===== config.mk =====
export PLATFORM = sky130hd
export DESIGN_NAME = pipeline_hazard_ctrl
export DESIGN_NICKNAME = d
export VERILOG_FILES = /design/src/rtl/pipeline_hazard_ctrl.sv
export SDC_FILE = /design/constraint.sdc
export NUM_CORES = 1
export LEC_CHECK = 0
export BUFFER_PORTS_ARGS = -buffer_cell sky130_fd_sc_hd__buf_2
export CORE_ASPECT_RATIO = 2
export CORE_MARGIN = 2
export CORE_UTILIZATION = 35
export CTS_CLUSTER_DIAMETER = 40
export CTS_CLUSTER_SIZE = 30
export DETAILED_ROUTE_END_ITERATION = 10
export GPL_TIMING_DRIVEN = 0
export PLACE_DENSITY = 0.61
export SLEW_MARGIN = 20
export SYNTH_ARGS = -nofsm -noshare
export SYNTH_HDL_FRONTEND = slang
export SYNTH_SLANG_ARGS = --single-unit

===== constraint.sdc =====
create_clock -name clk -period 1.8 [get_ports clk]
set_clock_uncertainty 0.1 [all_clocks]
set_input_delay 0.36 -clock clk [delete_from_list [all_inputs] [get_ports clk]]
set_output_delay 0.36 -clock clk [all_outputs]
set_load 0.01 [all_outputs]

===== src/rtl/pipeline_hazard_ctrl.sv =====
// Central hazard sequencer for the 5-stage pipeline: post-reset clear, load-use
// stall, taken-branch flush, data-memory freeze with timeout, stall-cycle counter.
module pipeline_hazard_ctrl #(
  parameter int RESET_FLUSH_CYCLES = 4,
  parameter int MEM_TIMEOUT        = 255,
  parameter int WAIT_CNT_W         = 16
) (
  input  logic        clk,
  input  logic        reset,
  input  logic [4:0]  idRs,
  input  logic [4:0]  idRt,
  input  logic        idUsesRt,
  input  logic [4:0]  exeRt,
  input  logic        exeMemRead,
  input  logic        branchTaken,
  input  logic        memBusy,
  output logic        pcWrite,
  output logic        ifIdWrite,
  output logic        idExeWrite,
  output logic        exeMemWrite,
  output logic        memWbWrite,
  output logic        ifIdFlush,
  output logic        idExeFlush,
  output logic        exeMemFlush,
  output logic        memWbFlush,
  output logic [15:0] stallCount,
  output logic        memTimeout,
  output logic [1:0]  ctrlState
);

  typedef enum logic [1:0] {
    INIT     = 2'd0,
    RUN      = 2'd1,
    MEM_WAIT = 2'd2,
    HALT     = 2'd3
  } state_e;

  localparam int INIT_W = (RESET_FLUSH_CYCLES > 1) ? $clog2(RESET_FLUSH_CYCLES) : 1;
  localparam logic [INIT_W-1:0]     INIT_LAST  = INIT_W'(RESET_FLUSH_CYCLES - 1);
  localparam logic [WAIT_CNT_W-1:0] WAIT_LIMIT = WAIT_CNT_W'(MEM_TIMEOUT);

  state_e                state_q, state_d;
  logic [INIT_W-1:0]     initCnt_q, initCnt_d;
  logic [WAIT_CNT_W-1:0] waitCnt_q, waitCnt_d;
  logic [15:0]           stallCnt_q, stallCnt_d;
  logic                  memTimeout_q, memTimeout_d;
  logic                  loadUse;

  function automatic logic [15:0] sat_inc(input logic [15:0] v);
    return (v == 16'hFFFF) ? v : v + 16'd1;
  endfunction

  // A zero destination never creates a dependency, so r0 loads do not stall.
  assign loadUse = exeMemRead && (exeRt != 5'd0) &&
                   ((exeRt == idRs) || (idUsesRt && (exeRt == idRt)));

  always_comb begin
    state_d      = state_q;
    initCnt_d    = initCnt_q;
    waitCnt_d    = '0;
    stallCnt_d   = stallCnt_q;
    memTimeout_d = memTimeout_q;
    pcWrite      = 1'b0;
    ifIdWrite    = 1'b0;
    idExeWrite   = 1'b0;
    exeMemWrite  = 1'b0;
    memWbWrite   = 1'b0;
    ifIdFlush    = 1'b0;
    idExeFlush   = 1'b0;
    exeMemFlush  = 1'b0;
    memWbFlush   = 1'b0;

    case (state_q)
      INIT: begin
        {ifIdWrite, idExeWrite, exeMemWrite, memWbWrite} = 4'b1111;
        {ifIdFlush, idExeFlush, exeMemFlush, memWbFlush} = 4'b1111;
        initCnt_d = initCnt_q + 1'b1;
        if (initCnt_q == INIT_LAST) begin
          state_d   = RUN;
          initCnt_d = '0;
        end
      end
      RUN, MEM_WAIT: begin
        if (memBusy) begin
          // Full freeze; a pending branch is held by the frozen EXE/MEM register.
          waitCnt_d  = waitCnt_q + 1'b1;
          stallCnt_d = sat_inc(stallCnt_q);
          if (waitCnt_q == WAIT_LIMIT) begin
            state_d      = HALT;
            memTimeout_d = 1'b1;
          end else begin
            state_d = MEM_WAIT;
          end
        end else begin
          state_d = RUN;
          pcWrite = 1'b1;
          {ifIdWrite, idExeWrite, exeMemWrite, memWbWrite} = 4'b1111;
          if (branchTaken) begin
            {ifIdFlush, idExeFlush, exeMemFlush} = 3'b111;
          end else if (loadUse) begin
            pcWrite    = 1'b0;
            ifIdWrite  = 1'b0;
            idExeFlush = 1'b1;
            stallCnt_d = sat_inc(stallCnt_q);
          end
        end
      end
      default: ;
    endcase
  end

  always_ff @(posedge clk or negedge reset) begin
    if (!reset) begin
      state_q      <= INIT;
      initCnt_q    <= '0;
      waitCnt_q    <= '0;
      stallCnt_q   <= '0;
      memTimeout_q <= 1'b0;
    end else begin
      state_q      <= state_d;
      initCnt_q    <= initCnt_d;
      waitCnt_q    <= waitCnt_d;
      stallCnt_q   <= stallCnt_d;
      memTimeout_q <= memTimeout_d;
    end
  end

  assign stallCount = stallCnt_q;
  assign memTimeout = memTimeout_q;
  assign ctrlState  = state_q;

endmodule


==> out/qor.yml <==
maxCapViolCount: 0
seq_area_frac_synth: 0.455
overflow: 0
start_util: 0.359
synth_commonest_cells: "dfrtp_1 (37), xor2_1 (21), nor2_1 (20), xnor2_1 (18), nand2_1 (16)"
fmax_mhz: 488
fin_cells: 335
area_growth_pct: 48.6
syn_area_um2: 2030
finalCritPeriodShare: 1.14
first_pass_iters: 4
crit_chain: "buf_8 > or4_4 > o21ai_4 > nor2_4 > a21boi_2 > o21ba_2 > buf_6"
slew_headroom: 0.435
multi_input_area_um2: 1290
worstMarginPinSlew_ns: 0.848
die_w_um: 57.9
fin_nets: 299
p_total_w: 0.00396
synth_flop_cell: "dfrtp_1"
ys_types: 41
clk_latency_ns: 0.28
cp.arrival_ns: 1.59
grt_pass1_vias: 1759
ys_seq_elements: 37
violations: "negative setup slack"
antenna_left: 0
dieArea_um2: 6470
cp-start-kind: "primary input"
drt-initial-drc-count: 20
diodes: 0
slew_violations: 0
rsz0062_at_grt: "true"
period_minus_slack_ns: 2.05
cts_tree: "done"
grt.total_usage: 0.155
yosysWarnings: 0
required_ns: 1.34
layout-drive-gt1-share: 0.482
r2r_slack_ns: -0.18
grt_pass1_wl_um: 7860
syn_inst: 197
setup_viol: 24
cts_root_buf: "clkbuf_16"
crit_fanout: 2
synth_area_leaders: "dfrtp_1 (46%), xor2_1 (9.0%), xnor2_1 (7.8%)"
clk_pin_slew_ns: 0.06
peakVddDrop_mv: 1.24
clock_sinks: 37
status: "complete, but fails checks"
slowest_delay_ns: 0.53
yosysMostFrequentCell: "dfrtp_1"
crit_type: "primary input to primary output"
die_height_um: 112
wl_per_cell_um: 14.1
power_density_nw_per_um2: 1310
num_io_pins: 49
gp_congestion: 0.763
crit_path_end_kind: "primary output"
place_ws_ns: -0.397
finalHoldViolCount: 0
cts_made_buffers: 5
holdWs_ns: 0.0631
syn-num-nets: 223
worst_slack_ns: -0.249
yosysTopAreaCell: "dfrtp_1"
rows: 39
core_um2: 5660
portBuffers: 48
min_path_type: "primary input to asynchronous set/reset pin"
synth_edf_count: 0
dp_cells: 306
async_flop_share: 1.00
cts_hold_buf: 0
p_leak_nw: 1.40
vias: 1694
drc_errors: 0
r2r-start: "stallCount[4]"
synth_top_area_share: 0.455
crit_path_top_delay_cell: "or4_4"
hpwl_um: 3200
viasPerCell: 5.06
regArea_um2: 930
grt_max_degree: 38
totalWireLength_um: 4720
antenna_found_initial: 0
regToRegEndpoint: "stallCount[8]"
fill_cells: 523
cts_buffer_depth: 2
synth.avg_cell_area_um2: 10.3
rr_worst_depth: 8
cts_max_level: 2
[worst max-delay path by stage]
stage | start | end | slack (ns)
after global routing | ctrlState[1] | ifIdWrite | -0.30
after floorplan | exeRt[1] | ifIdWrite | -0.10
after global placement | exeRt[1] | stallCount[2] | -0.38
final | exeRt[1] | ifIdWrite | -0.25
after CTS | exeRt[1] | ifIdWrite | -0.26
after detailed placement | exeRt[1] | stallCount[12] | -0.40
[timing repair]
action,CTS,global route
cloned,1,0
gates resized for setup,32,26
setup buffers,16,8
pin swaps,5,7
setup endpoints to repair,26,29
[power breakdown]
group	leakage (nW)	switching, W	internal (W)
sequential	0.489	0.000141	0.000978
combinational	0.827	0.000891	0.00103
clock	0.0799	0.000336	0.000586
[layout make-up]
class / instances / share of cell area
Timing Repair Buffer: 71 / 0.169
Tap cell: 61 / 0.0253
Buffer: 4 / 0.0104
Clock inverter: 1 / 0.00166
Multi-Input combinational cell: 149 / 0.429
Inverter: 5 / 0.00621
Sequential cell: 37 / 0.308
Clock buffer: 7 / 0.0505
[state kept, by name, indices dropped and copies added, names as in the netlist]
| name | count |
|---|---|
| stallCount | 16 |
| waitCnt_q | 16 |
| ctrlState | 2 |
| initCnt_q | 2 |
| memTimeout | 1 |
[metrics by stage]
step                setup TNS (ns)  utilization  cell area, um^2
finish                       -3.30        0.534             3020
global placement             -6.29        0.426             2410
floorplan                    -1.00            -             2100
CTS                          -4.57        0.502             2840
global route                 -4.75        0.534             3020
detailed placement           -6.56        0.426             2410
[cells in the final DEF, fill, tap and decap left out, types with 3 or more instances in the layout]
master,n
buf_2,43
dfrtp_1,34
xor2_1,21
xnor2_1,17
nor2_1,17
nand2_1,16
buf_4,16
nand3_1,11
buf_6,10
nand4_1,6
nor3_2,6
clkbuf_16,5
nor2_4,4
inv_2,3
nor4_4,3
dfrtp_2,3
buf_12,3
[worst max-delay path: cells and delay by family]
kind                   cells  cell delay, ns
AND/OR/NAND/NOR            2            0.58
AO/OA/AOI/OAI              3            0.46
buffers and inverters      2            0.18
[layer usage]
layer  up-vias  part of all wire  track usage
li1        827                 -            -
met1       816              0.36        0.158
met2        43              0.57        0.289
met3         8             0.043       0.0372
met4         0             0.025       0.0651
met5         -                 0            0
[logic make-up after synthesis]
family	after synthesis	synth area share
buffers and inverters	11	0.0295
AOI/OAI and AO/OA	12	0.0523
xor gates and xnor gates	39	0.168
adders and majority gates	5	0.0308
muxes	3	0.0178
and+or+nand+nor	90	0.246
DFF	37	0.455
(Power assumes the default switching activity.)
